### src/rtl/vga_grayscale_capture.sv
// VGA/DVI capture front end: recovers column/row from DE/VSYNC and converts {R,G,B} to replicated luma.
// Latency: 2 cycles from accepted pixel strobe to O_PIXEL_WRITE_ENABLE; O_FRAME_DONE 1 cycle after last write.
// Backpressure: none; one pixel per cycle sustained. Optional macro VGA_GRAYSCALE_BYPASS_EN adds I_BYPASS.
module vga_grayscale_capture #(
  parameter int P_COLUMNS      = 640,
  parameter int P_ROWS         = 480,
  parameter int P_CHANNEL_BITS = 8,
  parameter int P_WEIGHT_BITS  = 8,
  parameter int P_WEIGHT_R     = 77,
  parameter int P_WEIGHT_G     = 150,
  parameter int P_WEIGHT_B     = 29,
  parameter int P_VSYNC_ACTIVE = 1,
  localparam int P_PIXEL_DEPTH = 3 * P_CHANNEL_BITS,
  localparam int CW            = $clog2(P_COLUMNS),
  localparam int RW            = $clog2(P_ROWS)
) (
  input  logic                     I_CLK,
  input  logic                     I_RESET,
  input  logic                     I_ENABLE,
  input  logic                     I_PIX_VALID,
  input  logic [P_PIXEL_DEPTH-1:0] I_PIX_DATA,
`ifdef VGA_GRAYSCALE_BYPASS_EN
  input  logic                     I_BYPASS,
`endif
  input  logic                     I_VSYNC,
  input  logic                     I_DE,
  output logic [CW-1:0]            O_PIXEL_COL,
  output logic [RW-1:0]            O_PIXEL_ROW,
  output logic [P_PIXEL_DEPTH-1:0] O_PIXEL,
  output logic                     O_PIXEL_WRITE_ENABLE,
  output logic                     O_FRAME_DONE,
  output logic                     O_FRAME_ERR
);

  localparam int CB   = P_CHANNEL_BITS;
  localparam int PW   = P_CHANNEL_BITS + P_WEIGHT_BITS;
  localparam int SW   = PW + 2;
  localparam int CNTW = $clog2(P_COLUMNS + 1);

  localparam logic [CNTW-1:0] COL_FULL = CNTW'(P_COLUMNS);
  localparam logic [RW-1:0]   ROW_LAST = RW'(P_ROWS - 1);
  localparam logic [SW-1:0]   ROUND    = SW'(1 << (P_WEIGHT_BITS - 1));
  localparam logic [SW-1:0]   GRAY_MAX = SW'((1 << P_CHANNEL_BITS) - 1);
  localparam logic            VS_ACT   = (P_VSYNC_ACTIVE != 0);

  localparam logic [1:0] S_SYNC_WAIT = 2'd0;
  localparam logic [1:0] S_LINE_WAIT = 2'd1;
  localparam logic [1:0] S_ACTIVE    = 2'd2;

  logic [1:0]      state, state_nxt;
  logic [CNTW-1:0] col_cnt, col_nxt, acc_col;
  logic [RW-1:0]   row_cnt, row_nxt;
  logic            vs_act_q, de_q;
  logic            vsync_rise, de_fall;
  logic            accept, err_set, done_req;
  logic            bypass_in;

  logic            s1_vld, s1_done, s1_byp;
  logic [CW-1:0]   s1_col;
  logic [RW-1:0]   s1_row;
  logic [PW-1:0]   s1_pr, s1_pg, s1_pb;
  logic [P_PIXEL_DEPTH-1:0] s1_raw;
  logic [SW-1:0]   sum, shifted;
  logic [CB-1:0]   gray;

`ifdef VGA_GRAYSCALE_BYPASS_EN
  assign bypass_in = I_BYPASS;
`else
  assign bypass_in = 1'b0;
`endif

  // Edges are judged against the level seen at the previous pixel strobe, not the previous clock.
  assign vsync_rise = I_PIX_VALID && (I_VSYNC == VS_ACT) && !vs_act_q;
  assign de_fall    = I_PIX_VALID && !I_DE && de_q;

  // Remember DE/VSYNC at each strobe; VSYNC starts "active" so a level held through reset is not a new frame.
  always_ff @(posedge I_CLK or posedge I_RESET) begin
    if (I_RESET) begin
      vs_act_q <= 1'b1;
      de_q     <= 1'b0;
    end else if (I_PIX_VALID) begin
      vs_act_q <= (I_VSYNC == VS_ACT);
      de_q     <= I_DE;
    end
  end

  // Frame/line tracking: decide acceptance, coordinate updates and error/done events.
  always_comb begin
    state_nxt = state;
    col_nxt   = col_cnt;
    row_nxt   = row_cnt;
    acc_col   = '0;
    accept    = 1'b0;
    err_set   = 1'b0;
    done_req  = 1'b0;
    if (!I_ENABLE) begin
      state_nxt = S_SYNC_WAIT;
    end else begin
      case (state)
        S_SYNC_WAIT: begin
          if (vsync_rise) begin
            state_nxt = S_LINE_WAIT;
            row_nxt   = '0;
          end
        end
        S_LINE_WAIT: begin
          if (vsync_rise) begin
            err_set = 1'b1;
            row_nxt = '0;
          end else if (I_PIX_VALID && I_DE) begin
            state_nxt = S_ACTIVE;
            accept    = 1'b1;
            acc_col   = '0;
            col_nxt   = CNTW'(1);
          end
        end
        S_ACTIVE: begin
          if (vsync_rise) begin
            err_set   = 1'b1;
            row_nxt   = '0;
            state_nxt = S_LINE_WAIT;
          end else if (I_PIX_VALID && I_DE) begin
            if (col_cnt < COL_FULL) begin
              accept  = 1'b1;
              acc_col = col_cnt;
              col_nxt = col_cnt + CNTW'(1);
            end else begin
              // Overlong line: drop the pixel, counter stays saturated.
              err_set = 1'b1;
            end
          end else if (de_fall) begin
            if (col_cnt != COL_FULL) err_set = 1'b1;
            if (row_cnt == ROW_LAST) begin
              state_nxt = S_SYNC_WAIT;
              done_req  = 1'b1;
            end else begin
              row_nxt   = row_cnt + RW'(1);
              state_nxt = S_LINE_WAIT;
            end
          end
        end
        default: state_nxt = S_SYNC_WAIT;
      endcase
    end
  end

  // FSM state, counters and the sticky error flag.
  always_ff @(posedge I_CLK or posedge I_RESET) begin
    if (I_RESET) begin
      state       <= S_SYNC_WAIT;
      col_cnt     <= '0;
      row_cnt     <= '0;
      O_FRAME_ERR <= 1'b0;
    end else begin
      state       <= state_nxt;
      col_cnt     <= col_nxt;
      row_cnt     <= row_nxt;
      O_FRAME_ERR <= O_FRAME_ERR | err_set;
    end
  end

  // Stage 1: weighted channel products plus coordinates; done request travels alongside.
  always_ff @(posedge I_CLK or posedge I_RESET) begin
    if (I_RESET) begin
      s1_vld  <= 1'b0;
      s1_done <= 1'b0;
      s1_byp  <= 1'b0;
      s1_col  <= '0;
      s1_row  <= '0;
      s1_pr   <= '0;
      s1_pg   <= '0;
      s1_pb   <= '0;
      s1_raw  <= '0;
    end else begin
      s1_vld  <= accept;
      s1_done <= done_req;
      if (accept) begin
        s1_byp <= bypass_in;
        s1_col <= CW'(acc_col);
        s1_row <= row_cnt;
        s1_raw <= I_PIX_DATA;
        s1_pr  <= PW'(I_PIX_DATA[3*CB-1:2*CB]) * PW'(P_WEIGHT_R);
        s1_pg  <= PW'(I_PIX_DATA[2*CB-1:CB])   * PW'(P_WEIGHT_G);
        s1_pb  <= PW'(I_PIX_DATA[CB-1:0])      * PW'(P_WEIGHT_B);
      end
    end
  end

  // Stage 2 arithmetic: round-to-nearest, drop fractional bits, clamp to channel range.
  always_comb begin
    sum     = SW'(s1_pr) + SW'(s1_pg) + SW'(s1_pb) + ROUND;
    shifted = sum >> P_WEIGHT_BITS;
    gray    = (shifted > GRAY_MAX) ? GRAY_MAX[CB-1:0] : shifted[CB-1:0];
  end

  // Output registers: data/coordinates only move on a write, so they hold between pixels.
  always_ff @(posedge I_CLK or posedge I_RESET) begin
    if (I_RESET) begin
      O_PIXEL_WRITE_ENABLE <= 1'b0;
      O_FRAME_DONE         <= 1'b0;
      O_PIXEL_COL          <= '0;
      O_PIXEL_ROW          <= '0;
      O_PIXEL              <= '0;
    end else begin
      O_PIXEL_WRITE_ENABLE <= s1_vld;
      O_FRAME_DONE         <= s1_done;
      if (s1_vld) begin
        O_PIXEL_COL <= s1_col;
        O_PIXEL_ROW <= s1_row;
        O_PIXEL     <= s1_byp ? s1_raw : {gray, gray, gray};
      end
    end
  end

endmodule

### config.mk
export PLATFORM = sky130hd
export DESIGN_NAME = vga_grayscale_capture
export DESIGN_NICKNAME = d
export VERILOG_FILES = /design/src/rtl/vga_grayscale_capture.sv
export SDC_FILE = /design/constraint.sdc
export NUM_CORES = 1
export LEC_CHECK = 0
export CAP_MARGIN = 20
export CORE_ASPECT_RATIO = 1.2
export CORE_MARGIN = 2
export CORE_UTILIZATION = 59
export CTS_CLUSTER_DIAMETER = 200
export DETAILED_ROUTE_END_ITERATION = 6
export MAX_ROUTING_LAYER = met4
export PLACE_DENSITY_LB_ADDON = 0.08
export SLEW_MARGIN = 20
export SYNTH_ARGS = -nofsm -noshare
export SYNTH_HDL_FRONTEND = slang
export SYNTH_SLANG_ARGS = --single-unit
### constraint.sdc
create_clock -name I_CLK -period 4.7 [get_ports I_CLK]
set_clock_uncertainty 0.1 [all_clocks]
set_input_delay 0.94 -clock I_CLK [delete_from_list [all_inputs] [get_ports I_CLK]]
set_output_delay 0.94 -clock I_CLK [all_outputs]
set_load 0.005 [all_outputs]
### Word level (Yosys, flattened, before mapping)

Index checks and enable logic that the tools add are counted.

| storage, ports and cells | value |
|---|---|
| register bits after elaboration | 133 |
| input port bits | 30 |
| word-level logic and storage cells | 109 |

| operators by class | value |
|---|---|
| $add $sub $neg | 5 |
| $mul | 3 |
| $lt $le $gt $ge | 2 |
| equal/unequal tests | 18 |
| muxes and demuxes | 48 |
| bitwise logic cells | 1 |
| reduce and logical (&&, ||, !) cells | 14 |

Operator list:

| cell | number |
|---|---|
| $mux 10 | 10 |
| $mux 9 | 5 |
| $mul 8x7->15 const B | 2 |
| $mux 1 | 20 |
| $pmux 10 s2 | 1 |
| $add 17x13->18 | 1 |
| $add 18x8->18 const B | 1 |
| $ne 3x3->1 const B | 6 |
| $pmux 9 s2 | 1 |
| $add 15x16->17 | 1 |
| $mux 2 | 7 |
| $mul 8x5->13 const B | 1 |
| $add 10x1->10 const B | 1 |
| $gt 10x8->1 const B | 1 |
| $lt 10x10->1 const B | 1 |
| $ne 10x10->1 const B | 1 |
| $ne 2x2->1 const B | 5 |
| $add 9x1->9 const B | 1 |
| $eq 9x9->1 const B | 1 |
| $mux 8 | 1 |
| $ne 4x4->1 const B | 2 |
| $reduce_and 7->1 | 1 |
| $pmux 2 s3 | 1 |
| $reduce_and 6->1 | 1 |
| 11 further kinds | 18 |

### Longest topological paths before layout

Gate-level depths: netlist (run 1).

| depth | value |
|---|---|
| word-level depth | 9 |
| mapped depth | 12 |
| gate-level depth less buffers | 12 |

### Least setup slack after synthesis (run 1)

Ideal clock, no wire load.

| timing | value |
|---|---|
| path kind | input port to flip-flop |
| start | input port I_PIX_DATA[20] |
| end | register s1_pr[13] |
| library setup time | 0.131 ns |
| arrival | 3.832 ns |
| required time | 4.469 ns |
| path slack | 0.636 ns |
| stages | 11 |
| path buffers | 0 |
| cell sequence | ha_1 > ha_1 > inv_1 > fa_1 > fa_1 > inv_1 > ha_1 > a211o_1 > a2111oi_0 > or4b_1 > nand3_1 |

| between the ends | value |
|---|---|
| word-level cells in the longest chain between the ends | 1 |

RTL lines:

| element | RTL line | source |
|---|---|---|
| from (decl) | 21 | `input logic [P_PIXEL_DEPTH-1:0] I_PIX_DATA,` |
| $mul 8x7->15 | 182 | `s1_pr <= PW'(I_PIX_DATA[3*CB-1:2*CB]) * PW'(P_WEIGHT_R);` |
| to (signal assigned) | 182 |  |
| to (decl) | 61 | `logic [PW-1:0] s1_pr, s1_pg, s1_pb;` |

Every way passes these cells.
A chain may end at the register's enable or synchronous reset.

### Worst setup path after layout (run 1)

| timing | value |
|---|---|
| start | input port I_PIX_DATA[19] |
| end | register s1_pr[13] |

Same word-level chain as after synthesis.

==> results of run 1 <==
[area by class of cell]
cell class	instances	area (µm²)	area share (%)
Sequential cell	117	2929	28.26
Multi-Input combinational cell	616	5167	49.86
Clock buffer	18	439.2	4.237
Tap cell	204	255.2	2.463
Timing Repair Buffer	95	900.9	8.691
Clock inverter	12	133.9	1.292
Inverter	143	539.3	5.203
[power by group through the flow]
stage | registers (µW) | clock network (µW) | logic, µW
floorplan | 1360 | 0 | 2210
global placement | 1400 | 0 | 2900
detailed placement | 1410 | 0 | 2940
CTS | 1390 | 1290 | 2990
global route | 1410 | 1330 | 3430
finish | 1390 | 1260 | 2970
[synthesized netlist by cell type (5+ instances only)]
library cell / instances / share of area, %
clkbuf_1: 15 / 0.64
a211oi_1: 5 / 0.42
a31oi_1: 5 / 0.35
nand2_1: 106 / 4.5
o31ai_1: 8 / 0.68
or2_2: 5 / 0.35
nor2_1: 24 / 1.0
and3_1: 6 / 0.42
o21ai_0: 57 / 3.2
inv_1: 143 / 6.1
ha_1: 135 / 19
buf_4: 16 / 1.4
nand2b_1: 7 / 0.49
a21o_1: 21 / 1.8
nand3_1: 15 / 0.85
a22o_1: 14 / 1.4
dfrtp_1: 116 / 33
o211ai_1: 5 / 0.42
nor3_1: 13 / 0.73
xor2_1: 13 / 1.3
o22a_1: 7 / 0.69
mux2_2: 22 / 2.8
a21oi_1: 25 / 1.4
fa_1: 38 / 8.6
nor3b_1: 8 / 0.68
xnor2_1: 13 / 1.3
[worst min path at each step]
stage | from | end | slack (ns)
after global routing | s1_done | O_FRAME_DONE | 0.27
after detailed placement | s1_done | O_FRAME_DONE | 0.24
after CTS | s1_done | O_FRAME_DONE | 0.26
after global placement | s1_done | O_FRAME_DONE | 0.24
after floorplan | s1_done | O_FRAME_DONE | 0.23
final | s1_done | O_FRAME_DONE | 0.25
[cells in the final DEF (no fill, tap or decap), types with 8 or more instances in the layout]
master / instances
a21oi_1: 25
mux2_2: 22
a22o_1: 14
xnor2_1: 13
inv_1: 142
nand2_1: 106
nor2_1: 24
a21o_1: 21
fa_1: 38
clkdlybuf4s50_1: 75
o21ai_0: 57
clkbuf_16: 17
xor2_1: 13
nor3_1: 13
nor3b_1: 8
ha_1: 135
nand3_1: 15
dfrtp_1: 116
o31ai_1: 8
buf_4: 20
[metrics by stage]
step	setup TNS [ns]	std cells	hold slack (ns)
global placement	0	1175	0.2405
finish	0	1205	0.2534
floorplan	0	915	0.2312
CTS	0	1205	0.2583
global route	0	1205	0.2661
detailed placement	-0.04617	1175	0.2410
[logic make-up after synthesis]
group,synth area share (%)
AOI/OAI and AO/OA,13.52
xor gates and xnor gates,2.570
adders and majority gates,27.65
buffers and inverters,8.685
DFF,33.06
muxes,2.909
and+or+nand+nor,11.61
[registers in the layout, indices dropped and copies added (netlist names)]
| register | cells |
|---|---|
| s1_pg | 15 |
| s1_pr | 15 |
| s1_pb | 13 |
| O_PIXEL_COL | 10 |
| col_cnt | 10 |
| s1_col | 10 |
| O_PIXEL_ROW | 9 |
| row_cnt | 9 |
| s1_row | 9 |
| O_PIXEL | 8 |
| state | 2 |
| O_FRAME_DONE | 1 |
| O_FRAME_ERR | 1 |
| O_PIXEL_WRITE_ENABLE | 1 |
| de_q | 1 |
| s1_done | 1 |
| s1_vld | 1 |
| vs_act_q | 1 |
[routing by layer]
metal,vias to the layer above,GRT usage [%]
li1,3251,-
met5,-,-
met3,40,4.077
met4,0,9.398
met1,3191,30.94
met2,138,42.81
==> flow_summary_export.csv, run 1 <==
group,metric,value,unit
critical_path,cp_cell_sequence,"clkdlybuf4s50_1 > ha_1 > ha_1 > ha_1 > inv_1 > fa_1 > inv_1 > ha_1 > a21o_1 > a211o_1 > a2111oi_0 > or4b_1 > nand3_1",
critical_path,cp_num_buf_inv,3,
drt,wl_met2,9381,µm
drt,wl_met1,7726,µm
critical_path,endpoint,"s1_pr[13]",
min_path,hold_path.class,"reg -> reg",
die,initial_core_util,59.71,%
global_routing,grt_max_degree,61,
clock_tree,cts_tree,"built",
die,dieHeight,138.2,µm
place,placed_area,9792,µm²
critical_path,path_depth,13,
power_and_ir_drop,leakage,0.005368,µW
synthesis,syn_nets,1118,
clock_tree,htree_levels,4,
synthesis,ys_warn_count,0,
min_path,min_path_cells,0,
critical_path,slowest_stage,"clkdlybuf4s50_1",
place,gp_routability_congestion,0.8623,
drt,dr_wl_met3,530,µm
drt,routed_wl,18180,µm
timing,grt_setup_unrepaired,"false",
critical_path,r2r-start,"s1_pr[9]",
power_and_ir_drop,p_sw,2219,µW
die,io_pins,76,
drt,wire_per_inst,15.09,µm
power_and_ir_drop,totalPowerFinal,5620,µW
critical_path,critical_path_class,"in -> reg",
synthesis,ys.flop_type,"dfrtp_1",
global_routing,antenna_found_initial,0,
timing,relSlewSlack,49.39,%
critical_path,startpoint_type,"input port",
finish,final_cell_area,10360,µm²
place,io_buffers,75,
run,drv_cap,0,
clock_tree,cts-root-buf,"clkbuf_16",
drt,drtAntennaViolNets,0,
critical_path,crit_path_max_fanout,4,
clock_tree,clock_latency,0.42,ns
synthesis,synth_cell_types,64,
critical_path,crit_path_end_kind,"register",
global_routing,grt_usage,25.53,%
finish,finalNetCount,1193,
finish,final_core_util,69.86,%
timing,fmax,0.2309,GHz
power_and_ir_drop,p_int,3401,µW
power_and_ir_drop,power.density,542.2,nW/µm²
power_and_ir_drop,p_sw_share,39.48,%
clock_tree,cts-hold-fix-buffers,0,
clock_tree,clk_pin_slew,0.06,ns
die,die_w,115.9,µm
power_and_ir_drop,clkPwrFrac,22.5,%
critical_path,crit_arrival,4.52,ns
drt,top_layer_used,"met4",
timing,slew_violations,0,
critical_path,critPathLaunch,"I_PIX_DATA[19]",
die,rows,49,
synthesis,netlist_area,8860,µm²
finish,n_fill_cell,1200,
clock_tree,cts_max_path_buffers,2,
finish,drive_gt1_share,8.392,%
critical_path,rr_endpoint,"O_PIXEL[21]",
place,post-place-ws,-0.04617,ns
drt,vias,6620,
finish,num_antenna_cells,0,
place,dpl.hpwl,13660,µm
power_and_ir_drop,power_frac_seq,24.7,%
timing,hold_viol,0,
timing,tightest_slew,0.7591,ns
critical_path,cp_data_required_time,4.88,ns
global_routing,grt_pass1_wl,31700,µm
synthesis,synth_area_per_cell,9.683,µm²
drt,drc,0,
critical_path,critPathMostFrequentCell,"ha_1",
global_routing,grt_overflow_total,0,
clock_tree,cts_buffers,17,
synthesis,syn_inst,915,
drt,drtIter0Drc,285,
critical_path,ff2ff_path_depth,11,
timing,final-setup-viol-count,0,
synthesis,ys_ff_latch,117,
run_status,status,"finished, final reports clean",
drt,drt_pre_antenna_iters,4,
timing,fin_crit,4.331,ns
power_and_ir_drop,p_comb_share,52.8,%
global_routing,grt_pass1_vias,6790,
clock_tree,cts_resized,0,
critical_path,cpLargestDelayFamily,"adder cells",
die,die-area,16020,µm²
die,core_area,14840,µm²
clock_tree,cts_sinks,117,
critical_path,max_stage_delay,0.50,ns
timing,setup_slack,0.3694,ns
synthesis,synth_edf_count,0,
clock_tree,post_cts_buffers,0,
synthesis,ys_async_sr_fraction,100.0,%
synthesis,synth-seq-area-share,33.06,%
drt,via_per_inst,5.494,
critical_path,r2r_slack,1.27,ns
timing,fin_crit_sh,92.14,%
finish,syn2layout_area_growth,16.99,%
power_and_ir_drop,vdd_drop_max,0.2889,mV
(Power assumes the default switching activity.)
==> inputs of run 2 (changes only) <==
Settings changed: GPL_ROUTABILITY_DRIVEN set to 0.
==> results of run 2 <==
The final DEF is identical to that of run 1; final timing and power are the same.
